$ cat src/rtl/fetch_pkg.sv
// Shared types and constants for the instruction-fetch front end.
package fetch_pkg;

   localparam logic [31:0] NOP              = 32'h0000_0013;
   localparam logic [31:0] RESET_PC_DEFAULT = 32'h0000_0000;

   typedef struct packed {
      logic [31:0] pc;
      logic [31:0] inst;
      logic        fault;
   } fetch_entry_t;

   typedef enum logic {
      RUN  = 1'b0,
      HALT = 1'b1
   } mode_t;

   // Word-aligned and inside the ROM; the limit is widened so IMEM_WORDS*4 cannot overflow.
   function automatic logic pc_is_legal(input logic [31:0] pc, input int unsigned words);
      logic [32:0] limit;
      limit = 33'(words) << 2;
      return (pc[1:0] == 2'b00) && ({1'b0, pc} < limit);
   endfunction

endpackage

$ cat src/rtl/fetch_queue.sv
// Two-entry FIFO between fetch and decode; head and tail kept as a shift pair
// so the head is always a register and reads zero when the queue is empty.
module fetch_queue
   import fetch_pkg::*;
(
   input  logic         clk,
   input  logic         rst_n,
   input  logic         flush,
   input  logic         push,
   input  fetch_entry_t push_entry,
   input  logic         pop,
   output logic         full,
   output logic         empty,
   output fetch_entry_t head
);

   fetch_entry_t head_q, head_d;
   fetch_entry_t tail_q, tail_d;
   logic [1:0]   count_q, count_d;
   logic         pop_eff;

   assign empty   = (count_q == 2'd0);
   assign full    = (count_q == 2'd2);
   assign pop_eff = pop && !empty;
   assign head    = head_q;

   always_comb begin
      head_d  = head_q;
      tail_d  = tail_q;
      count_d = count_q;
      if (flush) begin
         head_d  = '0;
         tail_d  = '0;
         count_d = 2'd0;
      end else begin
         case ({push, pop_eff})
            2'b10: begin
               if (count_q == 2'd0) head_d = push_entry;
               else                 tail_d = push_entry;
               count_d = count_q + 2'd1;
            end
            2'b01: begin
               head_d  = tail_q;
               tail_d  = '0;
               count_d = count_q - 2'd1;
            end
            2'b11: begin
               if (count_q == 2'd1) begin
                  head_d = push_entry;
               end else begin
                  head_d = tail_q;
                  tail_d = push_entry;
               end
            end
            default: ;
         endcase
      end
   end

   always_ff @(posedge clk or negedge rst_n) begin
      if (!rst_n) begin
         head_q  <= '0;
         tail_q  <= '0;
         count_q <= 2'd0;
      end else begin
         head_q  <= head_d;
         tail_q  <= tail_d;
         count_q <= count_d;
      end
   end

endmodule

$ cat src/rtl/fetch_unit.sv
// Fetch front end: owns the PC, reads the combinational ROM, queues words for
// decode, handles redirects and halts on an illegal fetch address.
module fetch_unit
   import fetch_pkg::*;
#(
   parameter logic [31:0] RESET_PC   = RESET_PC_DEFAULT,
   parameter int unsigned IMEM_WORDS = 1024
) (
   input  logic        clk,
   input  logic        rst_n,
   output logic [31:0] imem_addr,
   input  logic [31:0] imem_rdata,
   input  logic        redirect_valid,
   input  logic [31:0] redirect_pc,
   output logic        inst_valid,
   input  logic        inst_ready,
   output logic [31:0] inst,
   output logic [31:0] inst_pc,
   output logic        inst_fault
);

   logic [31:0]  fetch_pc_q, fetch_pc_d;
   mode_t        mode_q, mode_d;
   logic         q_full, q_empty;
   logic         deq, enq;
   fetch_entry_t push_entry, head_entry;

   assign imem_addr  = fetch_pc_q;
   assign deq        = !q_empty && inst_ready;
   assign inst_valid = !q_empty;
   assign inst       = head_entry.inst;
   assign inst_pc    = head_entry.pc;
   assign inst_fault = head_entry.fault;

   // Redirect wins over everything; otherwise fetch only when the slot frees up this edge.
   always_comb begin
      fetch_pc_d = fetch_pc_q;
      mode_d     = mode_q;
      enq        = 1'b0;
      push_entry = '0;
      if (redirect_valid) begin
         fetch_pc_d = redirect_pc;
         mode_d     = RUN;
      end else if (mode_q == RUN && (!q_full || deq)) begin
         enq = 1'b1;
         if (pc_is_legal(fetch_pc_q, IMEM_WORDS)) begin
            push_entry = '{pc: fetch_pc_q, inst: imem_rdata, fault: 1'b0};
            fetch_pc_d = fetch_pc_q + 32'd4;
         end else begin
            push_entry = '{pc: fetch_pc_q, inst: NOP, fault: 1'b1};
            mode_d     = HALT;
         end
      end
   end

   always_ff @(posedge clk or negedge rst_n) begin
      if (!rst_n) begin
         fetch_pc_q <= RESET_PC;
         mode_q     <= RUN;
      end else begin
         fetch_pc_q <= fetch_pc_d;
         mode_q     <= mode_d;
      end
   end

   fetch_queue u_queue (
      .clk        (clk),
      .rst_n      (rst_n),
      .flush      (redirect_valid),
      .push       (enq),
      .push_entry (push_entry),
      .pop        (deq),
      .full       (q_full),
      .empty      (q_empty),
      .head       (head_entry)
   );

endmodule

$ cat config.mk
export PLATFORM = sky130hd
export DESIGN_NAME = fetch_unit
export DESIGN_NICKNAME = d
export VERILOG_FILES = /design/src/rtl/fetch_pkg.sv /design/src/rtl/fetch_queue.sv /design/src/rtl/fetch_unit.sv
export SDC_FILE = /design/constraint.sdc
export NUM_CORES = 1
export LEC_CHECK = 0
export CORE_UTILIZATION = 50
export CTS_BUF_LIST = sky130_fd_sc_hd__clkbuf_4 sky130_fd_sc_hd__clkbuf_8 sky130_fd_sc_hd__clkbuf_16
export CTS_CLUSTER_SIZE = 25
export DETAILED_ROUTE_END_ITERATION = 8
export GPL_ROUTABILITY_DRIVEN = 0
export GPL_TIMING_DRIVEN = 0
export PLACE_DENSITY = 0.8
export SLEW_MARGIN = 10
export SYNTH_ARGS = -nofsm -noshare
export SYNTH_HDL_FRONTEND = slang
export SYNTH_SLANG_ARGS = --single-unit
$ cat constraint.sdc
create_clock -name clk -period 3.5 [get_ports clk]
set_input_delay 1.05 -clock clk [delete_from_list [all_inputs] [get_ports clk]]
set_output_delay 1.05 -clock clk [all_outputs]
set_load 0.005 [all_outputs]
==> results.ini, run 1 <==
[yosys]
synthSimpleGateAreaFrac_pct = 11.1
synth_fa_ha_area_share_pct = 1.20
syn_inst = 683
synthXorXnorAreaFrac_pct = 0.120
synth-compound-area-share_pct = 24.1
synth_top_family_by_area = compound AO/OA/AOI/OAI gates
synth-edff-count = 0
async_flop_share_pct = 100
synth-seq-cells = 165
synth_cell_types = 52
synth_area_per_cell_um2 = 10.7
synth_nets = 758
synth_mux_area_share_pct = 0.137
yosysSeqAreaShare_pct = 56.5
synthFlopType = dfrtp_1
netlist_area_mm2 = 0.00731
ys_warn_count = 0

[sta]
worst_pin_slew_ns = 0.594
rsz0062_at_grt = false
max_slew_margin_pct = 59.3
final-hold-violation-count = 0
max_freq_mhz = 297
setup_viol = 0
slew_violations = 0
holdWs_ns = 0.478
post-route-period-util_pct = 96.1
min_period_ns = 3.36
finClkSkew_ns = 0.00937

[grt]
grtUsageTotal_pct = 29.1
antenna_found_initial = 0
grt_start_max_net_pins = 91
grt_pass1_wl_um = 33200
grt_remaining_overflow = 0
grt_pass1_vias = 6458

[clocking]
clk_latency_ns = 0.43
clk_path_buf_depth = 2
path_clk_slew_ns = 0.06
cts_tree = done
clock-sinks = 165
cts_max_level = 4
cts_buffers = 17
cts-root-buf = clkbuf_16

[pwr]
ir_drop_mv = 0.347
p_per_area_mw_per_mm2 = 609
p_leak_nw = 4.45
total_power_mw = 6.02

[layout]
post-route-cell-area_mm2 = 0.00988
fin_nets = 943
fillCellCount = 987
drive_gt1_share_pct = 8.40
diodes = 0
final_util_pct = 70.1
instances_no_fill = 1061
area_growth_pct = 35.1

[worst_setup_path]
cp_max_fo = 10
worst_setup_path_end_kind = flip-flop
worstPathRequired_ns = 3.81
cp-startpoint = redirect_valid
critPathCapture = u_queue.head[38]$_DFFE_PN0P_
critical_path_arrival_ns = 3.67
reg2reg_slack_ns = 0.46
worst-r2r-cell-count = 13
rr_endpoint = u_queue.tail_q[51]$_DFFE_PN0P_
r2r_start = u_queue.count_q[0]$_DFFE_PN0P_
worst-setup-path-type = primary input to flip-flop
start_kind = primary input

[route]
wl_um = 20700
wl_per_cell_um = 19.5
ant_nets = 0
vias = 6415
drc = 0
firstDrtPassIters = 5
vias_per_cell = 6.05
drt_iter0_markers = 449

[die]
ios = 166
row_count = 43
die_h_um = 123
core-area_mm2 = 0.0141
initial_core_util_pct = 51.9
die_width_um = 123
die_area_mm2 = 0.0151

[hold_path]
whs_path_depth = 2
hp-class = flip-flop to flip-flop

[placement]
placed_cells = 1029
port_buffers = 165
dpl_cell_area_mm2 = 0.00922
hpwl_um = 14600

[job]
drv_cap = 0

[status]
status = finished, final reports clean

## placed cells by master, fill, tap and decap left out, types with 10 or more instances in the layout
master	count
a221o_1	29
a22o_1	61
o21ai_0	59
o32ai_1	32
nor2_1	10
inv_1	71
clkdlybuf4s50_1	164
clkbuf_2	14
nand2_1	68
clkbuf_1	27
and3_1	32
dfrtp_1	165
clkbuf_16	17
## Yosys cell counts (8+ instances only)
master    instances  area, um^2
o32ai_1          32         280
a22o_1           61         534
dfrtp_1         165        4130
a221o_1          29         290
nand2_1          68         255
a21oi_1           8        40.0
o21ai_0          59         295
clkbuf_1         43         161
nand3_1           8        40.0
nor2_1           10        37.5
inv_1            72         270
and3_1           32         200
## state kept, by name (all words and copies together), names as in the netlist
register         count
u_queue.head        65
mode_q               1
u_queue.tail_q      65
u_queue.count_q      2
imem_addr           32
## what timing repair did
action | 4_1_cts | 5_1_grt
hold buffers | 0 | 0
endpoints found under the setup margin | 104 | 97
buffers inserted | 0 | 0
resized for setup | 9 | 16
## through the flow
stage,setup slack [ns],TNS [ns]
2_1_floorplan,0.514,0
3_3_place_gp,-5.00,-879.90
3_5_place_dp,-0.799,-68.53
4_1_cts,0.0633,0
5_1_grt,0.00636,0
6_report,0.137,0
## routing by layer
metal / share of wire (%) / GRT usage [%]
met5: 0 / 0
met4: 2.7 / 11.0
met3: 7.9 / 6.92
met2: 48 / 46.7
met1: 42 / 38.3
## critical path, cell delays in order
cell and delay, ns:
clkdlybuf4s50_1 0.51, inv_2 0.10, clkbuf_4 0.20, nand2_1 0.10, inv_1 0.07, ha_1 0.22
nor2b_1 0.16, o21ai_1 0.39, clkbuf_1 0.45, o32ai_1 0.21, a22o_1 0.21
## layout make-up
class                   count  area (um^2)  area share [%]
flip-flops and latches    165         4130            41.8
multi-input cells         391         2680            27.1
repair buffers            166         1680            17.0
clock buffers              24          490            4.96
inverters                  73          274            2.77
plain buffers              54          255            2.58
well taps                 180          225            2.28
clock inverters             8          148            1.49
## logic make-up after synthesis
kind of cell,Yosys count
xor gates and xnor gates,1
and+or+nand+nor,153
AOI/OAI and AO/OA,229
DFF,165
adders and majority gates,7
buffers and inverters,127
muxes,1
## power breakdown
part / internal (mW) / switching, mW
Sequential: 2.17 / 0.189
Combinational: 0.692 / 0.961
Clock: 1.27 / 0.736
Total: 4.14 / 1.89
## worst min path at each step
stage                                    from                        endpoint  slack (ns)
3_5_place_dp   u_queue.tail_q[50]$_DFFE_PN0P_  u_queue.tail_q[50]$_DFFE_PN0P_        0.47
5_1_grt        u_queue.tail_q[35]$_DFFE_PN0P_  u_queue.tail_q[35]$_DFFE_PN0P_        0.51
4_1_cts        u_queue.tail_q[38]$_DFFE_PN0P_  u_queue.tail_q[38]$_DFFE_PN0P_        0.48
3_3_place_gp   u_queue.tail_q[41]$_DFFE_PN0P_  u_queue.tail_q[41]$_DFFE_PN0P_        0.46
6_report       u_queue.tail_q[63]$_DFFE_PN0P_  u_queue.tail_q[63]$_DFFE_PN0P_        0.48
2_1_floorplan   u_queue.tail_q[0]$_DFFE_PN0P_   u_queue.tail_q[0]$_DFFE_PN0P_        0.45
Power figures use the tool's default switching activity.
==> inputs of run 2 (changes only) <==
- CAP_MARGIN: unset -> 20
==> results of run 2 <==
No change in the layout: final DEF, timing and power equal those of run 1.
==> inputs of run 3 (changes only) <==
- CELL_PAD_IN_SITES_DETAIL_PLACEMENT: unset -> 1
- CELL_PAD_IN_SITES_GLOBAL_PLACEMENT: unset -> 1
- CORE_UTILIZATION: 50 -> 39
- PLACE_DENSITY: 0.8 -> unset
- PLACE_DENSITY_LB_ADDON: unset -> 0.1
- REMOVE_ABC_BUFFERS: unset -> 1
==> results.ini, run 3 (synthesis gave the netlist of run 1 again) <==
[layout]
diodes = 0  ; unchanged
drive_gt1_share_pct = 8.89  ; +0.49 points
final_common_cell = dfrtp_1
final_cell_mix = dfrtp_1 (164), clkdlybuf4s50_1 (163), inv_1 (71)
area_growth_pct = 36.6
fin_nets = 906  ; -3.9%
final_util_pct = 55.0  ; -15 points

[grt]
antenna_found_initial = 0  ; unchanged
grt_pass1_vias = 6757  ; +4.6%
grt_pass1_wl_um = 37800  ; +14%
grt_start_max_net_pins = 100  ; +9.9%
grtUsageTotal_pct = 25.0  ; -4.0 points
grt_remaining_overflow = 0  ; unchanged

[route]
wl_per_cell_um = 21.7  ; +11%
drc = 14  ; +14
vias = 6223  ; -3.0%
vias_per_cell = 5.80  ; -4.1%
drt_iter0_markers = 405  ; -9.8%
ant_nets = 0  ; unchanged
firstDrtPassIters = 9  ; +4
wl_um = 23200  ; +12%

[worst_setup_path]
max_stage_delay_ns = 0.58  ; +0.07 ns
worst-r2r-cell-count = 11  ; -2
cp_slowest_cell = o21a_2
rr_endpoint = u_queue.head[27]$_DFFE_PN0P_
crit_chain = clkdlybuf4s50_1 -> nand2b_2 -> a21oi_1 -> nand2_1 -> inv_1 -> ha_1 -> nor2b_1 -> o21a_2 -> and3_1 -> a221o_1
reg2reg_slack_ns = 0.48  ; +0.02 ns
cp-startpoint = inst_ready
start_kind = primary input
worst_setup_path_end_kind = flip-flop
worst-setup-path-type = primary input to flip-flop
cp_max_fo = 33  ; +23
critical_path_arrival_ns = 3.65  ; -0.02 ns
worstPathRequired_ns = 3.87  ; +0.06 ns
r2r_start = u_queue.count_q[0]$_DFFE_PN0P_

[die]
core-area_mm2 = 0.0181  ; +29%
ios = 166  ; unchanged
initial_core_util_pct = 40.3  ; -12 points
die_h_um = 139  ; +13%
row_count = 49  ; +14%
die_width_um = 139  ; +13%
die_area_mm2 = 0.0193  ; +28%

[placement]
hpwl_um = 15000  ; +3.1%
place_worst_setup_slack_ns = -0.746  ; +0.0525 ns
port_buffers = 165  ; unchanged

[pwr]
swShare_pct = 34.9  ; +3.6 points
combPwrFrac_pct = 30.7  ; +3.2 points
switchingPower_mw = 2.11  ; +12%
internal_power_mw = 3.93  ; -5.1%
p_per_area_mw_per_mm2 = 604  ; -0.87%
ir_drop_mv = 0.362  ; +4.2%
p_seq_share_pct = 39.7  ; +0.5 points
clkPwrFrac_pct = 29.6  ; -3.7 points
total_power_mw = 6.03  ; +0.19%
p_leak_nw = 4.44  ; -0.29%

[hold_path]
min_from = u_queue.tail_q[60]$_DFFE_PN0P_
hold_end = u_queue.tail_q[60]$_DFFE_PN0P_
hp-class = flip-flop to flip-flop
whs_path_depth = 2  ; unchanged

[sta]
worst_pin_slew_ns = 0.823  ; +0.229 ns
finalSetupTns_ns = 0  ; unchanged
max_slew_margin_pct = 45.1  ; -14 points
rsz0062_at_grt = false
slew_violations = 0  ; unchanged
final-hold-violation-count = 0  ; unchanged
min_period_ns = 3.28  ; -0.0816 ns
finClkSkew_ns = 0.0121  ; +0.00277 ns
post-route-period-util_pct = 93.7  ; -2.3 points
max_freq_mhz = 305  ; +2.5%
setup_slack_ns = 0.219  ; +0.0816 ns
setup_viol = 0  ; unchanged

[clocking]
path_clk_slew_ns = 0.07  ; about the same
cts-root-buf = clkbuf_16
clock-sinks = 165  ; unchanged
clk_latency_ns = 0.43  ; about the same
cts_tree = done
clk_path_buf_depth = 2  ; unchanged
cts_max_level = 4  ; unchanged
ctsHoldBuffers = 0  ; unchanged
cts_buffers = 17  ; unchanged

[status]
violations = design-rule violations
status = finished with violations

[job]
drv_cap = 0  ; unchanged

run 3: cell count changes in the layout (fill, tap and decap cells not counted), moves of 2 or more:
| cell | delta |
|---|---|
| buf_12 | +3 |
| buf_16 | +6 |
| buf_2 | -7 |
| buf_4 | +3 |
| buf_6 | -2 |
| buf_8 | +3 |
| bufinv_16 | -4 |
| clkbuf_1 | -27 |
| clkbuf_2 | -14 |
| clkbuf_4 | -5 |
| clkbuf_8 | -2 |
| inv_6 | +8 |
| nor3_2 | -2 |
| nor3_4 | +2 |
run 3: layer usage:
| layer | GRT usage [%] | share of wire, % | up-vias |
|---|---|---|---|
| li1 | - | - | 2798 |
| met1 | 32.9 | 44 | 3203 |
| met2 | 41.3 | 49 | 191 |
| met3 | 4.94 | 4.9 | 31 |
| met4 | 8.89 | 1.6 | 0 |
| met5 | 0 | 0 | - |
run 3: cell type report:
| type | instances | area, um^2 |
|---|---|---|
| Fill cell | 1919 | 8160 |
| Tap cell | 229 | 287 |
| Multi-Input combinational cell | 392 | 2760 |
| Sequential cell | 165 | 4130 |
| Inverter | 73 | 278 |
| Timing Repair Buffer | 182 | 1980 |
| Clock inverter | 14 | 115 |
| Clock buffer | 18 | 433 |
run 3: worst max-delay path by stage:
stage	end	depth (start not counted)
finish	u_queue.head[27]$_DFFE_PN0P_	10
global route	u_queue.head[26]$_DFFE_PN0P_	10
CTS	u_queue.head[27]$_DFFE_PN0P_	10
detailed placement	u_queue.tail_q[41]$_DFFE_PN0P_	9
global placement	u_queue.head[16]$_DFFE_PN0P_	8
floorplan	u_queue.tail_q[10]$_DFFE_PN0P_	7
run 3: timing repair:
action,4_1_cts,5_1_grt
setup endpoints to repair,129,52
pin swaps,0,1
buffers inserted,1,4
gates resized for setup,5,1
cloned,0,1
endpoints found under the hold margin,0,0
run 3: critical path: cells and delay by family:
kind                       cells  cell delay (ns)
and+or+nand+nor                4             0.81
buffers and inverters          2             0.59
adders and majority gates      1             0.23
AOI/OAI and AO/OA              3             0.95
run 3: metrics by stage:
| stage | area (um^2) | instances | hold WS (ns) |
|---|---|---|---|
| after floorplan | 7080 | 629 | 0.450 |
| after global placement | 9020 | 1023 | 0.462 |
| after detailed placement | 9360 | 1035 | 0.470 |
| after CTS | 9930 | 1068 | 0.486 |
| after global routing | 9990 | 1073 | 0.513 |
| final | 9990 | 1073 | 0.482 |
run 3: power groups by stage:
| stage | Combinational, mW | Sequential, mW | Clock, mW |
|---|---|---|---|
| after floorplan | 0.737 | 2.37 | 0 |
| after global placement | 1.54 | 2.41 | 0 |
| after detailed placement | 1.83 | 2.42 | 0 |
| after CTS | 1.85 | 2.39 | 1.83 |
| after global routing | 2.01 | 2.43 | 1.90 |
| final | 1.85 | 2.40 | 1.78 |
